`config.mk`:
```
export PLATFORM = sky130hd
export DESIGN_NAME = spi_prog_loader
export DESIGN_NICKNAME = d
export VERILOG_FILES = /design/src/rtl/hack_spi_pkg.sv /design/src/rtl/spi_prog_loader_sclk_div.sv /design/src/rtl/spi_prog_loader.sv
export SDC_FILE = /design/constraint.sdc
export NUM_CORES = 1
export LEC_CHECK = 0
export BUFFER_PORTS_ARGS = -buffer_cell sky130_fd_sc_hd__buf_2
export CAP_MARGIN = 20
export CORE_ASPECT_RATIO = 0.7
export CORE_MARGIN = 8
export CORE_UTILIZATION = 35
export CTS_CLUSTER_DIAMETER = 60
export DETAILED_ROUTE_END_ITERATION = 8
export SETUP_SLACK_MARGIN = 0.2
export SLEW_MARGIN = 25
export SYNTH_ARGS = -nofsm -noshare
export SYNTH_HDL_FRONTEND = slang
export SYNTH_SLANG_ARGS = --single-unit
export TNS_END_PERCENT = 1
```
`constraint.sdc`:
```
create_clock -name clk -period 2.1 [get_ports clk]
set_clock_uncertainty 0.2 [all_clocks]
set_input_delay 0 -clock clk [delete_from_list [all_inputs] [get_ports clk]]
set_output_delay 0 -clock clk [all_outputs]
set_load 0.005 [all_outputs]
```
`src/rtl/hack_spi_pkg.sv`:
```
// hack_spi_pkg: shared SPI frame constants and loader states.
// Used by the programming loader and the CPU-side SPI slave.
package hack_spi_pkg;

  localparam logic [7:0] CMD_WRITE = 8'h02;
  localparam logic [7:0] CMD_READ  = 8'h03;

  localparam int FRAME_BITS   = 40;
  localparam int DATA_LSB_BIT = 24;
  localparam int RX_BITS      = FRAME_BITS - DATA_LSB_BIT;
  localparam int BIT_CNT_W    = 6;

  typedef enum logic [2:0] {
    ST_IDLE,
    ST_SETUP,
    ST_SHIFT,
    ST_HOLD,
    ST_DONE
  } spi_ld_state_t;

  typedef struct packed {
    logic [7:0]  cmd;
    logic [15:0] addr;
    logic [15:0] data;
  } spi_frame_t;

  function automatic spi_frame_t mk_frame(
    input logic        is_read,
    input logic [15:0] addr,
    input logic [15:0] data
  );
    spi_frame_t f;
    f.cmd  = is_read ? CMD_READ : CMD_WRITE;
    f.addr = addr;
    f.data = is_read ? 16'h0000 : data;
    return f;
  endfunction

endpackage

```
`src/rtl/spi_prog_loader_sclk_div.sv`:
```
// spi_sclk_div: phase counter for the SPI loader.
// Strobes phase_end once every CLK_DIV enabled cycles.
module spi_sclk_div #(
  parameter int CLK_DIV = 4
) (
  input  logic clk,
  input  logic rst_n,
  input  logic en,
  output logic phase_end
);

  localparam logic [7:0] LAST = 8'(CLK_DIV - 1);

  logic [7:0] cnt;

  assign phase_end = en && (cnt == LAST);

  // count cycles within a phase; restart when idle or at phase end
  always_ff @(posedge clk or negedge rst_n) begin
    if (!rst_n) begin
      cnt <= '0;
    end else if (!en || phase_end) begin
      cnt <= '0;
    end else begin
      cnt <= cnt + 8'd1;
    end
  end

endmodule

```
`src/rtl/spi_prog_loader.sv`:
```
// spi_prog_loader: SPI mode-0 master for the Hack CPU program port.
// Define LOADER_READBACK_EN to enable read commands and rsp_rdata.
module spi_prog_loader
  import hack_spi_pkg::*;
#(
  parameter int CLK_DIV = 4
) (
  input  logic        clk,
  input  logic        rst_n,
  input  logic        req_valid,
  output logic        req_ready,
  input  logic        req_write,
  input  logic [15:0] req_addr,
  input  logic [15:0] req_wdata,
  output logic        rsp_valid,
  output logic [15:0] rsp_rdata,
  output logic        csb_o,
  output logic        sclk_o,
  output logic        mo_o,
  input  logic        mi_i,
  output logic        halt_o
);

  localparam logic [BIT_CNT_W-1:0] LAST_BIT =
    BIT_CNT_W'(FRAME_BITS);
  localparam logic [BIT_CNT_W-1:0] HOLD_END =
    BIT_CNT_W'(FRAME_BITS + 1);

  spi_ld_state_t state, state_n;

  logic [FRAME_BITS-1:0] sr, sr_n;
  logic [FRAME_BITS-1:0] frame;
  logic [BIT_CNT_W-1:0]  bit_cnt, cnt_n;

  logic csb_n, sclk_n, mo_n, halt_n, rv_n;
  logic div_en, phase_end;
  logic accept, sample_en, done_en;

  assign req_ready = (state == ST_IDLE);
  assign accept    = req_valid && req_ready;

  assign div_en = (state == ST_SETUP) ||
                  (state == ST_SHIFT) ||
                  (state == ST_HOLD);

  assign sample_en = (state == ST_SHIFT) &&
                     phase_end && sclk_o;

  assign done_en = (state == ST_HOLD) &&
                   phase_end && (bit_cnt == HOLD_END);

`ifdef LOADER_READBACK_EN
  assign frame = mk_frame(!req_write, req_addr, req_wdata);
`else
  assign frame = mk_frame(1'b0, req_addr, req_wdata);
`endif

  spi_sclk_div #(
    .CLK_DIV (CLK_DIV)
  ) u_div (
    .clk       (clk),
    .rst_n     (rst_n),
    .en        (div_en),
    .phase_end (phase_end)
  );

  // state, shift register and registered pin outputs
  always_ff @(posedge clk or negedge rst_n) begin
    if (!rst_n) begin
      state     <= ST_IDLE;
      sr        <= '0;
      bit_cnt   <= '0;
      csb_o     <= 1'b1;
      sclk_o    <= 1'b0;
      mo_o      <= 1'b0;
      halt_o    <= 1'b0;
      rsp_valid <= 1'b0;
    end else begin
      state     <= state_n;
      sr        <= sr_n;
      bit_cnt   <= cnt_n;
      csb_o     <= csb_n;
      sclk_o    <= sclk_n;
      mo_o      <= mo_n;
      halt_o    <= halt_n;
      rsp_valid <= rv_n;
    end
  end

  // frame sequencing driven by the phase strobe
  always_comb begin
    state_n = state;
    sr_n    = sr;
    cnt_n   = bit_cnt;
    csb_n   = csb_o;
    sclk_n  = sclk_o;
    mo_n    = mo_o;
    rv_n    = 1'b0;
    unique case (state)
      ST_IDLE: begin
        if (req_valid) begin
          state_n = ST_SETUP;
          sr_n    = frame;
          cnt_n   = '0;
          csb_n   = 1'b0;
          mo_n    = frame[FRAME_BITS-1];
        end
      end
      ST_SETUP: begin
        if (phase_end) begin
          state_n = ST_SHIFT;
          sclk_n  = 1'b1;
        end
      end
      ST_SHIFT: begin
        if (phase_end) begin
          if (sclk_o) begin
            sclk_n = 1'b0;
            sr_n   = {sr[FRAME_BITS-2:0], 1'b0};
            mo_n   = sr[FRAME_BITS-2];
            cnt_n  = bit_cnt + 1'b1;
          end else if (bit_cnt == LAST_BIT) begin
            state_n = ST_HOLD;
            csb_n   = 1'b1;
            mo_n    = 1'b0;
          end else begin
            sclk_n = 1'b1;
          end
        end
      end
      ST_HOLD: begin
        if (phase_end) begin
          if (bit_cnt == HOLD_END) begin
            state_n = ST_DONE;
            rv_n    = 1'b1;
          end else begin
            cnt_n = bit_cnt + 1'b1;
          end
        end
      end
      ST_DONE: begin
        state_n = ST_IDLE;
      end
      default: begin
        state_n = ST_IDLE;
      end
    endcase
    halt_n = (state_n != ST_IDLE);
  end

`ifdef LOADER_READBACK_EN
  logic               rd_q;
  logic [RX_BITS-1:0] rx_sr;

  // capture mi_i; the last RX_BITS samples are the data field
  always_ff @(posedge clk or negedge rst_n) begin
    if (!rst_n) begin
      rd_q      <= 1'b0;
      rx_sr     <= '0;
      rsp_rdata <= '0;
    end else begin
      if (accept) begin
        rd_q <= !req_write;
      end
      if (sample_en) begin
        rx_sr <= {rx_sr[RX_BITS-2:0], mi_i};
      end
      if (done_en) begin
        rsp_rdata <= rd_q ? rx_sr : '0;
      end
    end
  end
`else
  logic unused_rb;

  assign rsp_rdata = '0;
  assign unused_rb = &{1'b0, mi_i, req_write,
                       sample_en, accept, done_en};
`endif

endmodule
```
After elaboration in Yosys (flattened, before gate mapping)
Index checks and enable logic that the tools add are counted.
W data, S select, Z words.
{"block": "op_classes", "eq_ne": 15, "n_addsub": 2, "n_reduce_logical": 15, "muxes": 36}
{"op": "$mux W39", "n": 3}
{"op": "$pmux W39 S2", "n": 1}
{"op": "$mux W6", "n": 5}
{"op": "$mux W3", "n": 7}
{"op": "$pmux W6 S3", "n": 1}
{"op": "$mux W1", "n": 14}
{"op": "$eq A6 B6 Y1 const B", "n": 2}
{"op": "$pmux W3 S4", "n": 1}
{"op": "$add A8 B1 Y8 const B", "n": 1}
{"op": "$eq A8 B2 Y1 const B", "n": 1}
{"op": "$mux W8", "n": 1}
{"op": "$ne A2 B1 Y1 const B", "n": 4}
{"op": "$ne A2 B2 Y1 const B", "n": 4}
{"op": "$reduce_and A4 Y1", "n": 2}
{"op": "$add A6 B1 Y6 const B", "n": 1}
{"op": "$eq A3 B2 Y1 const B", "n": 2}
{"op": "$pmux W1 S2", "n": 3}
{"op": "$reduce_and A6 Y1", "n": 1}
{"op": "$reduce_bool A3 Y1", "n": 2}
{"op": "$reduce_and A5 Y1", "n": 1}
{"op": "$reduce_bool A2 Y1", "n": 2}
{"op": "$eq A3 B1 Y1 const B", "n": 1}
{"op": "$logic_not A3 Y1", "n": 1}
{"op": "$logic_or A1 B1 Y1", "n": 3}
{"op": "4 further kinds", "n": 4}
{"block": "totals", "ff_bits": 61, "in_bits": 37, "out_inout_bits": 22, "word_cells": 77}

Depth between registers and ports, before layout
{"block": "logic_depth", "ltp_word": 7, "ltp_mapped": 8, "mapped_depth_nobuf": 6}

Cells and area by module
A second synthesis with hierarchy kept.
{"block": "hier_totals", "cells_unflattened": 353, "area_unflattened_um2": 3118.0}
{"module": "spi_prog_loader", "seq_area_each_um2": 1327.5, "cells_per_inst": 314, "area_each_um2": 2718.9, "instances": 1}
{"module": "spi_sclk_div", "seq_area_each_um2": 200.2, "cells_per_inst": 39, "area_each_um2": 399.1, "instances": 1}

Worst setup path before layout
Ideal clock, no wire load.
{"block": "synth_path", "kind": "register to register", "start": "reg u_div.cnt[0]", "end": "reg bit_cnt[0]", "n_path_buf": 0, "setup_ns": 0.064, "t_arrival_ns": 1.798, "stages_incl_launch_ff": 7, "slack_ns": 0.038, "period_less_slack_ns": 2.062, "t_required_ns": 1.836, "path_cell_list": "dfrtp_1 -> ha_1 -> nor3b_1 -> nand2_1 -> or3_1 -> a311oi_1 -> a21o_1"}
{"block": "synth_via", "elab_chain_len": 4, "word_cells_on_any_way": 5, "classes_between": "eq/ne (3); reduce/logical (2)"}
{"element": "start, declared", "line": "spi_prog_loader_sclk_div.sv:14", "source": "logic [7:0] cnt;"}
{"element": "start signal, assigned", "line": "spi_prog_loader_sclk_div.sv:25", "source": "cnt <= cnt + 8'd1;"}
{"element": "$eq A8 B2 Y1 (*)", "line": "spi_prog_loader_sclk_div.sv:16", "source": "assign phase_end = en && (cnt == LAST);"}
{"element": "$logic_and A1 B1 Y1 (*)", "line": "spi_prog_loader_sclk_div.sv:16"}
{"element": "$ne A2 B1 Y1 (no source line)"}
{"element": "$reduce_and A6 Y1 (no source line) (*)"}
{"element": "end signal, assigned", "line": "spi_prog_loader.sv:81", "source": "bit_cnt <= cnt_n;"}
{"element": "end, declared", "line": "spi_prog_loader.sv:33", "source": "logic [BIT_CNT_W-1:0] bit_cnt, cnt_n;"}
Mark *: on every way between the ends. The rest lies on a longest branch, timed or not.
A chain may end at the register's enable or synchronous reset.

Worst setup path after layout
{"block": "layout_path", "start": "reg state[2]", "end": "reg sr[20]"}
{"block": "layout_via", "elab_chain_len": 6, "word_cells_on_any_way": 13, "classes_between": "eq/ne (6); mux (1); reduce/logical (6)"}
{"element": "start, declared", "line": "spi_prog_loader.sv:29", "source": "spi_ld_state_t state, state_n;"}
{"element": "start signal, assigned", "line": "spi_prog_loader.sv:79", "source": "state <= state_n;"}
{"element": "$eq A3 B1 Y1 or $eq A3 B2 Y1 (tied branches)", "line": "spi_prog_loader.sv:42, spi_prog_loader.sv:43, spi_prog_loader.sv:99"}
{"element": "$logic_or A1 B1 Y1", "line": "spi_prog_loader.sv:42", "source": "assign div_en = (state == ST_SETUP) ||"}
{"element": "$logic_or A1 B1 Y1", "line": "spi_prog_loader.sv:43", "source": "(state == ST_SHIFT) ||"}
{"element": "$logic_and A1 B1 Y1", "line": "spi_prog_loader_sclk_div.sv:16"}
{"element": "$ne A2 B1 Y1 (no source line)"}
{"element": "$reduce_and A4 Y1 (no source line)"}
{"element": "end signal, assigned", "line": "spi_prog_loader.sv:80", "source": "sr <= sr_n;"}
{"element": "end, declared", "line": "spi_prog_loader.sv:31", "source": "logic [FRAME_BITS-1:0] sr, sr_n;"}
Parallel ways exist; a longest one is shown, timed or not.

==> qor.csv <==
metric,value,unit
cell leakage power,1.95,nW
clock sinks,61,
kind of critical path,flop to flop,
CP Max Fanout,8,
aggregate global routing overflow,0,
Finished Layout Cells,538,
CP Capture Type,flop,
final WL,7.13,mm
Synth Instances,340,
Syn Area/Cell,8.89,um2
R2R Setup Slk,0.07,ns
clock latency on the worst-skew pair,0.32,ns
synthesis-stage register bit count,61,
final hold vios,0,
synthesis warning total,0,
DRT Pass-1 Iters,5,
Slew @ Worst Pin,0.711,ns
Inserted Clock Buffers,9,
die extent in y,93.7,um
Placed Cells,480,
min-delay worst type,input port to async pin,
Rows,28,
count of final setup violators,0,
reg2reg start,state[2]$_DFF_PN0_,
post-synthesis sequential area ratio,0.506,
worst setup margin,0.0732,ns
Crit. Startpoint,state[2]$_DFF_PN0_,
Starting Density,0.359,
Total GRT Usage,0.122,
initial antenna violation count,0,
I/O pin cnt,59,
largest net degree at the start of global routing,47,
setup TNS,0,ns
FMAX,493,MHz
placed cell areas,3340,um2
Layout area overhead,38.8,%
Placer Congestion,0.819,
Synth Flop Type,dfrtp_1,
post-synthesis cell area,3020,um2
fillers,811,
clock root buffer,clkbuf_16,
# port buffers,40,
final worst path period need,2.03,ns
Critical R2R Capture,sr[20]$_DFFE_PN0P_,
most common cell in the netlist,nand2_1,
status,completed,
Max Root-Sink Buffers,2,
TritonCTS clock tree,built,
Layout Nets,469,
worst path arrival time,2.06,ns
ANT cells,0,
die footprint,11900,um2
unrepaired setup endpoints after global routing,true,
Yosys top cell by area,dfrtp_1,
Routed wire per std cell,13.3,um
first-pass GRT wire length,11.7,mm
CP Data Required Time,2.14,ns
Maximum Capacitance Violations,0,
Max Slew Vio Count,0,
DP Worst Slack,0.0640,ns
Post-DRT Antenna Nets,0,
Die Wd,127,um
routed vias,2576,
Final Cell Area,4190,um2
post-synth top area share,0.497,
VDD IR max,0.360,mV
crit start category,flop,
share of post-route cells with drive strength above 1,0.226,
most frequent cells after synthesis,"69 x nand2_1, 60 x dfrtp_1, 48 x nor2_1",
PwrDens,713,nW/um2
# DRC,0,
H-tree level count,3,
number of synthesized flops with an enable pin,0,
top area cells in the synthesized netlist,"dfrtp_1 50%, nand2_1 8.6%, a31oi_1 6.8%, nor2_1 6.0%, buf_4 4.0%",
DR vias/cell,4.79,
number of library cell types mapped by synthesis,41,
DRT iter0 DRCs,140,
vias in the first global route,2507,
Final HPWL DP,4.49,mm
period utilization,0.965,
R2R depth,6,
core area,8410,um2
"Reg clk slew, reported paths",0.06,ns
fraction of registers with async set or reset after synthesis,1.00,
Slew HR,0.526,
final core utilization,0.499,
[stage by stage]
step | total power, mW | hold slack [ns]
floorplan | 1.23 | -0.496
global placement | 1.26 | -0.101
detailed placement | 1.26 | -0.0917
CTS | 3.03 | 0.0934
global route | 3.09 | 0.140
finish | 2.99 | 0.0602
[what timing repair did]
item / in CTS / in global routing
gates cloned: 0 / 4
endpoints found under the hold margin: 66 / 0
setup buffers: 0 / 4
pin swaps: 0 / 2
hold buffers: 34 / 0
gates resized for setup: 0 / 5
endpoints found under the setup margin: 43 / 55
[worst max-delay path, stage by stage, from the launching register on]
cell and delay (ns):
dfrtp_2 0.43, or4b_4 0.61, a21oi_4 0.20, buf_12 0.16, clkbuf_16 0.15, nor2_1 0.04
a31oi_1 0.15
[routing by layer]
| layer | wire, um | global-route usage |
|---|---|---|
| met4 | 81 | 0.0473 |
| met2 | 3180 | 0.179 |
| met1 | 3570 | 0.163 |
| met5 | 0 | 0 |
| met3 | 301 | 0.0397 |
[registers in the layout (all words and copies together), names as in the netlist]
| signal | count |
|---|---|
| csb_o | 1 |
| halt_o | 1 |
| rsp_valid | 1 |
| bit_cnt | 6 |
| u_div.cnt | 8 |
| sclk_o | 1 |
| sr | 39 |
| state | 3 |
| mo_o | 1 |
[layout make-up]
| type | instances | area [um2] | area share |
|---|---|---|---|
| Clock inverter | 6 | 110 | 0.0263 |
| Timing Repair Buffer | 98 | 828 | 0.198 |
| Tap cell | 105 | 131 | 0.0313 |
| Sequential cell | 61 | 1530 | 0.365 |
| Clock buffer | 10 | 239 | 0.0570 |
| Inverter | 13 | 48.8 | 0.0116 |
| Multi-Input combinational cell | 245 | 1310 | 0.312 |
[how the worst max path moves through the flow]
stage                        endpoint  slack [ns]  depth (start not counted)
5_1_grt            sr[15]$_DFFE_PN0P_        0.02                          6
3_5_place_dp        sr[9]$_DFFE_PN0P_        0.06                          5
3_3_place_gp   bit_cnt[0]$_DFFE_PN0P_         0.1                          6
2_1_floorplan      sr[10]$_DFFE_PN0P_        0.15                          6
4_1_cts             sr[9]$_DFFE_PN0P_        0.04                          5
6_report           sr[20]$_DFFE_PN0P_        0.07                          6
[kinds of logic (layout without fill, tap and decap cells)]
logic type	count (synthesis)	count (layout)	share of synthesized area
AOI/OAI and AO/OA	59	59	0.126
xor gates and xnor gates	7	7	0.0203
adders and majority gates	4	4	0.0166
buffers and inverters	49	127	0.0940
DFF	61	61	0.506
other	1	16	0.00124
and+or+nand+nor	159	159	0.236
[power breakdown]
| part | internal [mW] | total (mW) | switching, mW |
|---|---|---|---|
| combinational | 0.0662 | 0.114 | 0.0475 |
| clock | 1.19 | 1.70 | 0.511 |
| sequential | 1.18 | 1.18 | 0 |
[layout by cell type (no fill, tap or decap), types with 2 or more instances in the layout]
| cell | netlist | routed |
|---|---|---|
| dfrtp_1 | 60 | 59 |
| clkbuf_16 | 0 | 13 |
| dlygate4sd3_1 | 0 | 34 |
| and2_1 | 3 | 3 |
| buf_2 | 8 | 40 |
| ha_1 | 4 | 4 |
| o31ai_1 | 2 | 2 |
| nand3_1 | 15 | 15 |
| clkinvlp_4 | 0 | 2 |
| nor2_1 | 48 | 47 |
| or3_1 | 5 | 4 |
| a31oi_1 | 33 | 33 |
| buf_12 | 0 | 3 |
| bufinv_16 | 0 | 3 |
| xor2_1 | 6 | 6 |
| a21oi_1 | 4 | 4 |
| nand2_1 | 69 | 68 |
| a21o_1 | 2 | 2 |
| buf_4 | 16 | 17 |
| nor3_1 | 4 | 4 |
| conb_1 | 1 | 16 |
| and3_1 | 2 | 2 |
| o21ai_0 | 10 | 10 |
| nand4_1 | 3 | 3 |
| inv_1 | 13 | 13 |
| nor2_2 | 1 | 2 |
No activity file was read; power rests on OpenSTA's default activity.
